## src/rtl/uram_stream_reader_pkg.sv

```systemverilog
// Shared types and helpers for the URAM stream reader.
//   state_t      : sequencer state encoding (IDLE / RUN / DRAIN)
//   bit_reverse  : reverses the low 'width' bits of a value (width <= 32)
package uram_stream_reader_pkg;

    typedef enum logic [1:0] {
        ST_IDLE  = 2'd0,
        ST_RUN   = 2'd1,
        ST_DRAIN = 2'd2
    } state_t;

    // Reverse all 32 bits, then shift the reversed window down so that
    // value[0] lands on bit width-1.
    function automatic logic [31:0] bit_reverse(input logic [31:0] value, input int width);
        logic [31:0] rev;
        for (int i = 0; i < 32; i++) begin
            rev[i] = value[31-i];
        end
        return rev >> (32 - width);
    endfunction

endpackage

```

## src/rtl/uram_stream_reader_fifo.sv

```systemverilog
// stream_skid_fifo2: two-entry FIFO used as the output skid buffer.
//   clk, rst_n  : clock, asynchronous active-low reset (clears storage too)
//   push        : write push_data this cycle
//   push_data   : entry to store
//   pop         : remove head entry this cycle (ignored when empty)
//   head_data   : current head entry
//   empty       : no entries held
//   count       : number of entries held (0..2)
// Push and pop in the same cycle are both honoured. The producer guarantees
// that a push never happens into a full FIFO without a simultaneous pop.
module stream_skid_fifo2 #(
    parameter int WIDTH = 73
) (
    input  logic             clk,
    input  logic             rst_n,
    input  logic             push,
    input  logic [WIDTH-1:0] push_data,
    input  logic             pop,
    output logic [WIDTH-1:0] head_data,
    output logic             empty,
    output logic [1:0]       count
);

    logic [WIDTH-1:0] slot [2];
    logic             wr_ptr;
    logic             rd_ptr;
    logic [1:0]       cnt;
    logic             pop_ok;

    assign pop_ok = pop & (cnt != 2'd0);

    always_ff @(posedge clk or negedge rst_n) begin
        if (!rst_n) begin
            slot[0] <= '0;
            slot[1] <= '0;
            wr_ptr  <= 1'b0;
            rd_ptr  <= 1'b0;
            cnt     <= 2'd0;
        end else begin
            if (push) begin
                slot[wr_ptr] <= push_data;
                wr_ptr       <= ~wr_ptr;
            end
            if (pop_ok) begin
                rd_ptr <= ~rd_ptr;
            end
            cnt <= cnt + {1'b0, push} - {1'b0, pop_ok};
        end
    end

    assign head_data = slot[rd_ptr];
    assign empty     = (cnt == 2'd0);
    assign count     = cnt;

endmodule

```

## src/rtl/uram_stream_reader.sv

```systemverilog
// uram_stream_reader: read-side sequencer for one single-port URAM bank.
// On start it reads len words at base + i*stride (optionally bit-reversed)
// and delivers them as a valid/ready stream with full backpressure.
//   clk, rst_n           : clock, asynchronous active-low reset
//   start                : command strobe, accepted only while idle
//   base, stride, len    : run description (index arithmetic wraps)
//   bitrev               : address = bit-reverse(index)
//   busy, done           : run in progress / one-cycle completion pulse
//   mem_addr, mem_we,
//   mem_din, mem_rdata   : bank port (write side held idle, 1-cycle read)
//   out_data, out_valid,
//   out_last, out_ready  : output stream
//
// state    | meaning
// ---------+--------------------------------------------------------
// ST_IDLE  | waiting for start; len==0 just pulses done
// ST_RUN   | issuing addresses, throttled by the skid buffer space
// ST_DRAIN | all addresses issued; waiting for the last transfer
module uram_stream_reader
    import uram_stream_reader_pkg::*;
#(
    parameter int DATA_WIDTH = 72,
    parameter int ADDR_WIDTH = 12,
    parameter int LEN_WIDTH  = ADDR_WIDTH + 1
) (
    input  logic                  clk,
    input  logic                  rst_n,
    input  logic                  start,
    input  logic [ADDR_WIDTH-1:0] base,
    input  logic [ADDR_WIDTH-1:0] stride,
    input  logic [LEN_WIDTH-1:0]  len,
    input  logic                  bitrev,
    output logic                  busy,
    output logic                  done,
    output logic [ADDR_WIDTH-1:0] mem_addr,
    output logic                  mem_we,
    output logic [DATA_WIDTH-1:0] mem_din,
    input  logic [DATA_WIDTH-1:0] mem_rdata,
    output logic [DATA_WIDTH-1:0] out_data,
    output logic                  out_valid,
    output logic                  out_last,
    input  logic                  out_ready
);

    localparam logic [LEN_WIDTH-1:0] ONE = LEN_WIDTH'(1);

    state_t                state, state_nxt;
    logic [ADDR_WIDTH-1:0] idx;
    logic [ADDR_WIDTH-1:0] stride_q;
    logic [ADDR_WIDTH-1:0] addr_q;
    logic [ADDR_WIDTH-1:0] issue_addr;
    logic [LEN_WIDTH-1:0]  len_q;
    logic [LEN_WIDTH-1:0]  issued;
    logic [LEN_WIDTH-1:0]  popped;
    logic                  bitrev_q;
    logic                  inflight;
    logic                  inflight_last;
    logic                  issue;
    logic                  issue_is_last;
    logic                  pop;
    logic                  fifo_empty;
    logic [1:0]            fifo_cnt;
    logic [2:0]            occupancy;
    logic [DATA_WIDTH:0]   head;

    // Entries already buffered or on their way, after this cycle's pop.
    // Never negative: pop requires a non-empty buffer.
    assign occupancy     = {1'b0, fifo_cnt} + {2'b0, inflight} - {2'b0, pop};
    assign issue_addr    = bitrev_q ? ADDR_WIDTH'(bit_reverse(32'(idx), ADDR_WIDTH)) : idx;
    assign issue_is_last = (issued == len_q - ONE);

    always_ff @(posedge clk or negedge rst_n) begin
        if (!rst_n) begin
            state <= ST_IDLE;
        end else begin
            state <= state_nxt;
        end
    end

    always_comb begin
        state_nxt = state;
        issue     = 1'b0;
        case (state)
            ST_IDLE: begin
                if (start && (len != '0)) begin
                    state_nxt = ST_RUN;
                end
            end
            ST_RUN: begin
                issue = (occupancy < 3'd2);
                if (issue && issue_is_last) begin
                    state_nxt = ST_DRAIN;
                end
            end
            ST_DRAIN: begin
                if (pop && (popped == len_q - ONE)) begin
                    state_nxt = ST_IDLE;
                end
            end
            default: state_nxt = ST_IDLE;
        endcase
    end

    always_ff @(posedge clk or negedge rst_n) begin
        if (!rst_n) begin
            idx           <= '0;
            stride_q      <= '0;
            addr_q        <= '0;
            len_q         <= '0;
            issued        <= '0;
            popped        <= '0;
            bitrev_q      <= 1'b0;
            inflight      <= 1'b0;
            inflight_last <= 1'b0;
            done          <= 1'b0;
        end else begin
            done <= 1'b0;
            if ((state == ST_IDLE) && start) begin
                if (len == '0) begin
                    done <= 1'b1;
                end else begin
                    idx      <= base;
                    stride_q <= stride;
                    len_q    <= len;
                    bitrev_q <= bitrev;
                    issued   <= '0;
                    popped   <= '0;
                end
            end
            if ((state == ST_DRAIN) && (state_nxt == ST_IDLE)) begin
                done <= 1'b1;
            end
            if (issue) begin
                addr_q <= issue_addr;
                idx    <= idx + stride_q;
                issued <= issued + ONE;
            end
            if (pop) begin
                popped <= popped + ONE;
            end
            inflight      <= issue;
            inflight_last <= issue & issue_is_last;
        end
    end

    // The address is driven combinationally in the issue cycle so the bank
    // registers it on the same edge; otherwise the last address is held.
    assign mem_addr = issue ? issue_addr : addr_q;
    assign mem_we   = 1'b0;
    assign mem_din  = '0;
    assign busy     = (state != ST_IDLE);

    stream_skid_fifo2 #(
        .WIDTH(DATA_WIDTH + 1)
    ) u_fifo (
        .clk      (clk),
        .rst_n    (rst_n),
        .push     (inflight),
        .push_data({inflight_last, mem_rdata}),
        .pop      (pop),
        .head_data(head),
        .empty    (fifo_empty),
        .count    (fifo_cnt)
    );

    assign out_valid = ~fifo_empty;
    assign out_data  = head[DATA_WIDTH-1:0];
    assign out_last  = out_valid & head[DATA_WIDTH];
    assign pop       = out_valid & out_ready;

endmodule

```

## config.mk

```make
export PLATFORM = sky130hd
export DESIGN_NAME = uram_stream_reader
export DESIGN_NICKNAME = d
export VERILOG_FILES = /design/src/rtl/uram_stream_reader_pkg.sv /design/src/rtl/uram_stream_reader_fifo.sv /design/src/rtl/uram_stream_reader.sv
export SDC_FILE = /design/constraint.sdc
export NUM_CORES = 1
export LEC_CHECK = 0
export CORE_UTILIZATION = 45
export DETAILED_ROUTE_END_ITERATION = 12
export PLACE_DENSITY = 0.76
export SETUP_SLACK_MARGIN = 0.1
export SLEW_MARGIN = 40
export SYNTH_ARGS = -nofsm -noshare
export SYNTH_HDL_FRONTEND = slang
export SYNTH_SLANG_ARGS = --single-unit
```

## constraint.sdc

```tcl
create_clock -name clk -period 3.01 [get_ports clk]
set_input_delay 0.4515 -clock clk [delete_from_list [all_inputs] [get_ports clk]]
set_output_delay 0.4515 -clock clk [all_outputs]
set_load 0.02 [all_outputs]
```

==> out/metrics.cfg, run 1 <==
[worst_setup_path]
crit_path_end_kind = output port
worstPathArrival_ns = 2.86
critPathRequiredTime_ns = 2.56
cp_max_fo = 7
start_kind = register
path_class = reg2out

[pwr]
switchingPower_w = 0.00758
power_frac_seq_pct = 27.7
vdd_drop_max_mv = 1.08
powerDensity_mw_per_mm2 = 1280
internal_power_w = 0.0125
p_leak_nw = 6.81
switching_share_pct = 37.8
clkPwrFrac_pct = 15.7
comb_power_share_pct = 56.6

[place]
gp_congestion = 0.835
placedCellCount = 1529
dp_slack_ns = -0.784
port_buffers = 201
dpl.hpwl_mm = 18.6
postPlaceCellArea_mm2 = 0.0141

[timing]
fin_hold_ws_ns = 0.442
drv_slew = 0
post-route-period-util_pct = 110
setup_slack_ns = -0.305
hold_viol = 0
rsz0062_at_grt = yes
tightest_slew_ns = 0.725
min_period_ns = 3.32
slew_headroom_pct = 51.7
setup_viol = 14
max_freq_mhz = 302
fin_skew_ns = 0.00816

[clock_tree]
cts_tree = yes
clk_path_buf_depth = 3
htree_levels = 1
worstSkewPairLatency_ns = 0.53
clock_sinks = 231
cts.clk_slew.worst_paths_ns = 0.06
cts_buffers = 27
clock-root-buffer = clkbuf_16

[logic_synthesis]
async_flop_share_pct = 100
netlist_area_mm2 = 0.0117
ys_warn_count = 0
syn_inst = 1008
synth_seq_cells = 231
synth.avg_cell_area_um2 = 11.6
synth-main-ff-cell = dfrtp_1
synth_edf_count = 0
ys_types = 62
seq_area_frac_synth_pct = 49.5

[routing]
drc = 0
route.vias.total = 8385
routed_wl_mm = 28.2
drt_iter0_drc = 621
dr.pass1.iters = 5
vias_per_cell = 5.22
ant_nets = 0
wl_per_cell_um = 17.5

[final_layout]
final_cells = 1605
antenna_cells = 0
drive_gt1_share_pct = 32.1
syn_to_final_growth_pct = 34.0
fin_nets = 1389
post-route-util_pct = 61.8
design_area_mm2 = 0.0157

[floorplan]
die-area_mm2 = 0.0266
fp.dieW_um = 163
core_mm2 = 0.0253
ios = 275
die_h_um = 163
initial_utilization_pct = 46.1
rows = 58

[global_routing]
grt_max_degree = 76
grt_antenna_before_repair = 0
grt-ovfl-total = 0
grt_pass1_wl_mm = 43.8
grt_pass1_vias = 8608
grt_usage_pct = 20.6

[outcome]
status = finished with violations
violations = setup timing

[worst_hold_path]
hold_class = in2reg

[flow_run]
maxCapViolCount = 0

[path summary, 6_finish.rpt]
path                            startpoint         endpoint  slack (ns)  depth (start not counted)
max                        u_fifo.count[1]     mem_addr[10]       -0.31                         14
min in group asynchronous            rst_n  u_fifo.slot[96]        0.49                          2
max in group asynchronous            rst_n  u_fifo.slot[25]        1.78                          3
min reg2reg                    stride_q[5]      stride_q[5]        0.49                          2
min                              stride[2]      stride_q[2]        0.44                          3
max reg2reg                u_fifo.count[1]       issued[12]       -0.02                         19
[cell usage in the layout, fill, tap and decap left out, types with 4 or more instances in the layout]
master,n
clkdlybuf4s50_1,188
nand2b_1,5
mux2i_1,18
nand2_4,13
buf_6,23
o21ai_4,12
nand4_1,8
xor2_1,15
nor2_1,31
clkbuf_1,7
inv_2,4
a21oi_1,14
o31ai_1,6
clkbuf_8,6
buf_4,44
o21ai_0,26
o21ai_1,7
nor3_1,10
xnor2_1,25
clkbuf_16,27
clkinv_2,7
nand2_2,5
and3_1,5
conb_1,73
dfrtp_1,229
buf_12,9
a221o_1,4
nand3_1,16
nor4_1,6
inv_1,9
ha_1,16
xnor3_1,4
nand2_1,100
mux2_2,219
o211ai_1,6
[kinds of logic after synthesis]
| group | share of synthesized area (%) |
|---|---|
| adder cells (fa/ha/maj) | 2.27 |
| multiplexers | 22.7 |
| buffers and inverters | 6.93 |
| AO/OA/AOI/OAI | 5.98 |
| other | 0.0321 |
| flip-flops | 49.5 |
| AND/OR/NAND/NOR | 8.81 |
| XOR/XNOR | 3.84 |
[power groups by stage]
stage / sequential, W / clock [W] / combinational [W]
2_1_floorplan: 0.00515 / 0 / 0.00661
3_3_place_gp: 0.00549 / 0 / 0.00940
3_5_place_dp: 0.00557 / 0 / 0.00958
4_1_cts: 0.00554 / 0.00322 / 0.0106
5_1_grt: 0.00573 / 0.00335 / 0.0121
6_report: 0.00556 / 0.00314 / 0.0113
[sequential cells by signal (all words and copies together), names as in the netlist]
name,flops
idx,12
issued,13
stride_q,12
inflight,1
u_fifo.wr_ptr,1
inflight_last,1
addr_q,12
u_fifo.slot,146
len_q,13
state,2
popped,13
done,1
u_fifo.rd_ptr,1
bitrev_q,1
u_fifo.count,2
[layer usage]
| metal | up-vias | global-route usage [%] | routed length (um) |
|---|---|---|---|
| met5 | - | 0 | 0 |
| met4 | 0 | 5.35 | 627 |
| met3 | 55 | 3.89 | 1960 |
| met2 | 277 | 36.6 | 14100 |
| met1 | 4157 | 25.4 | 11400 |
| li1 | 3896 | - | - |
[cells in the mapped netlist (all sizes together) (8+ instances only)]
| cell type | count | area [um2] |
|---|---|---|
| nand2 | 118 | 443 |
| mux2i | 18 | 180 |
| mux2 | 219 | 2470 |
| a21oi | 16 | 80.1 |
| nand4 | 8 | 50.1 |
| nor3 | 11 | 55.1 |
| ha | 18 | 225 |
| clkbuf | 40 | 150 |
| inv | 14 | 52.6 |
| o21ai | 47 | 235 |
| dfrtp | 231 | 5780 |
| buf | 83 | 603 |
| xnor2 | 26 | 228 |
| nand3 | 21 | 105 |
| xor2 | 15 | 131 |
| nor2 | 34 | 135 |
[stage by stage]
stage | TNS, ns | power, W
floorplan | 0 | 0.0118
global placement | -20.28 | 0.0149
detailed placement | -21.58 | 0.0152
CTS | -3.86 | 0.0194
global route | -5.82 | 0.0212
finish | -3.42 | 0.0200
[cell type report]
class	count	area, um2
Timing Repair Buffer	269	2750
Inverter	15	71.3
Clock inverter	9	73.8
Sequential cell	231	5790
Tap cell	330	413
Fill cell	1977	9670
Clock buffer	40	785
Multi-Input combinational cell	711	5780
[worst max-delay path, stage by stage (launching register included)]
cell and delay, ns:
dfrtp_1 0.38, inv_2 0.08, nand2_4 0.05, nand2_2 0.06
inv_2 0.05, ha_4 0.21, inv_4 0.06, ha_4 0.11
inv_2 0.03, fa_2 0.53, nand4b_1 0.13, buf_6 0.19
buf_16 0.16, o21ai_4 0.15, buf_6 0.14
[timing repair]
action | CTS | global route
pin swaps | 7 | 18
setup buffers | 6 | 16
hold buffers | 1 | 0
gates resized for setup | 125 | 53
endpoints found under the hold margin | 72 | 0
endpoints found under the setup margin | 50 | 39
cloned | 3 | 1
Note: power is estimated with default switching activity, not from simulation.
==> inputs of run 2 (changes only) <==
- GPL_ROUTABILITY_DRIVEN: default -> 0
- SKIP_LAST_GASP: default -> 1
==> run 2 against run 1 <==
The run still ends with setup timing left. Via count is 0.87% lower. Combinational power hardly changed. Clock power about the same. Clock-buffer cell count is the same. Critical path type unchanged. Largest power group unchanged.
==> out/metrics.cfg, run 2 (synthesis gave the netlist of run 1 again) <==
[worst_setup_path]
critPathRequiredTime_ns = 2.56  ; about the same
crit_path_end_kind = output port  ; unchanged
reg2reg_to = issued[12]  ; unchanged
worstPathArrival_ns = 2.86  ; about the same
cp_max_fo = 7  ; unchanged
reg2reg_depth = 19  ; unchanged
reg2reg_from = u_fifo.count[1]  ; unchanged
reg2reg_slack_ns = -0.01  ; was -0.02 ns
path_class = reg2out  ; unchanged
start_kind = register  ; unchanged

[pwr]
powerDensity_mw_per_mm2 = 1280  ; about the same
p_leak_nw = 6.81  ; about the same
vdd_drop_max_mv = 1.08  ; about the same

[outcome]
violations = setup timing  ; unchanged
status = finished with violations  ; unchanged

[floorplan]
core_mm2 = 0.0253  ; unchanged
die_h_um = 163  ; unchanged
initial_utilization_pct = 46.1  ; unchanged
die-area_mm2 = 0.0266  ; unchanged
rows = 58  ; unchanged
fp.dieW_um = 163  ; unchanged
ios = 275  ; unchanged

[worst_hold_path]
worstHoldStart = stride[2]  ; unchanged
holdPathStages = 3  ; unchanged
hold_class = in2reg  ; unchanged
min_to = stride_q[2]  ; unchanged

[clock_tree]
htree_levels = 1  ; unchanged
cts.clk_slew.worst_paths_ns = 0.06  ; about the same
cts_buffers = 27  ; unchanged
clk_path_buf_depth = 3  ; unchanged
clock_sinks = 231  ; unchanged
clock-root-buffer = clkbuf_16  ; unchanged
cts_tree = yes  ; unchanged
worstSkewPairLatency_ns = 0.53  ; about the same

[timing]
setup_slack_ns = -0.303  ; was -0.305 ns
fin_hold_ws_ns = 0.444  ; was 0.442 ns
fin_skew_ns = 0.00752  ; was 0.00816 ns
drv_slew = 0  ; unchanged
rsz0062_at_grt = yes  ; unchanged
slew_headroom_pct = 51.9  ; was 51.7%
setup_viol = 13  ; was 14
hold_viol = 0  ; unchanged
tightest_slew_ns = 0.721  ; was 0.725 ns
post-route-period-util_pct = 110  ; about the same
max_freq_mhz = 302  ; about the same
min_period_ns = 3.31  ; was 3.32 ns

[final_layout]
largest_reg_flops = 146  ; unchanged
fin_nets = 1389  ; unchanged
final_cell_mix = dfrtp_1 (229), mux2_2 (219), clkdlybuf4s50_1 (188), nand2_1 (101), conb_1 (73)  ; was dfrtp_1 (229), mux2_2 (219), clkdlybuf4s50_1 (188), nand2_1 (100), conb_1 (73)
drive_gt1_share_pct = 32.0  ; was 32.1%
final_common_cell = dfrtp_1  ; unchanged
fillers = 1975  ; was 1977
regMostFlops = u_fifo.slot  ; unchanged
syn_to_final_growth_pct = 33.9  ; was 34.0%
final_cells = 1605  ; unchanged
antenna_cells = 0  ; unchanged

[flow_run]
maxCapViolCount = 0  ; unchanged

[place]
dp_slack_ns = -0.784  ; unchanged
placedCellCount = 1529  ; unchanged
port_buffers = 201  ; unchanged
dpl.hpwl_mm = 18.6  ; unchanged

[routing]
drt_iter0_drc = 617  ; was 621
drc = 0  ; unchanged
wl_per_cell_um = 17.5  ; about the same
route.vias.total = 8312  ; was 8385
dr.pass1.iters = 4  ; was 5
routed_wl_mm = 28.1  ; was 28.2 mm
ant_nets = 0  ; unchanged
vias_per_cell = 5.18  ; was 5.22

[global_routing]
grt_max_degree = 76  ; unchanged
grt_pass1_wl_mm = 43.8  ; unchanged
grt-ovfl-total = 0  ; unchanged
grt_usage_pct = 20.6  ; unchanged
grt_pass1_vias = 8608  ; unchanged
grt_antenna_before_repair = 0  ; unchanged

-- run 2: report_power, final --
group / total, W / switching (W) / internal [W]
clock network: 0.00314 / 0.00126 / 0.00188
registers: 0.00556 / 0.00100 / 0.00455
logic: 0.0113 / 0.00531 / 0.00600
-- run 2: final cells by class --
type	instances	area, um2	share of cell area, %
inverter	15	71.3	0.456
multi-input combinational	711	5770	36.9
timing repair buffer	269	2740	17.5
tap	330	413	2.64
sequential	231	5790	37.0
clock inverter	9	73.8	0.472
clock buffer	40	785	5.02
-- run 2: worst max-delay path by stage --
stage / startpoint / end / slack (ns) / cells after the start
after CTS: u_fifo.count[1] / mem_addr[7] / -0.33 / 15
after detailed placement: out_ready / mem_addr[1] / -0.78 / 13
after global routing: u_fifo.count[1] / mem_addr[10] / -0.42 / 15
after global placement: out_ready / mem_addr[1] / -0.76 / 13
after floorplan: u_fifo.count[1] / mem_addr[0] / 0.1 / 13
final: u_fifo.count[1] / mem_addr[10] / -0.30 / 14
-- run 2: worst max-delay path: stages (launching register included) --
cell      delay [ns]
dfrtp_1         0.38
inv_2           0.08
nand2_4         0.05
nand2_2         0.06
inv_2           0.05
ha_4            0.21
inv_4           0.06
ha_4            0.11
inv_2           0.03
fa_2            0.53
nand4b_1        0.13
buf_6           0.19
buf_16          0.16
o21ai_4         0.15
buf_6           0.14
-- run 2: what timing repair did --
action	in CTS	in global routing
setup endpoints to repair	50	39
hold buffers	1	0
pin swaps	7	16
gates cloned	3	1
resized for setup	125	49
endpoints found under the hold margin	72	0
buffers inserted	6	16
-- run 2: per-layer routing --
layer  wire length (um)  vias to the layer above  global-route usage [%]
met1              11600                     4112                    25.4
met5                  0                        -                       0
met3               1820                       51                    3.89
li1                   -                     3891                       -
met4                568                        0                    5.35
met2              14100                      258                    36.6
-- run 2: through the flow --
| stage | utilization (%) | power, W | area, um2 | setup TNS (ns) |
|---|---|---|---|---|
| 3_5_place_dp | 55.8 | 0.0152 | 14100 | -21.58 |
| 2_1_floorplan | - | 0.0118 | 12100 | 0 |
| 5_1_grt | 61.8 | 0.0212 | 15600 | -5.84 |
| 3_3_place_gp | 55.8 | 0.0149 | 14100 | -20.28 |
| 4_1_cts | 60.6 | 0.0194 | 15300 | -3.86 |
| 6_report | 61.8 | 0.0200 | 15600 | -3.35 |
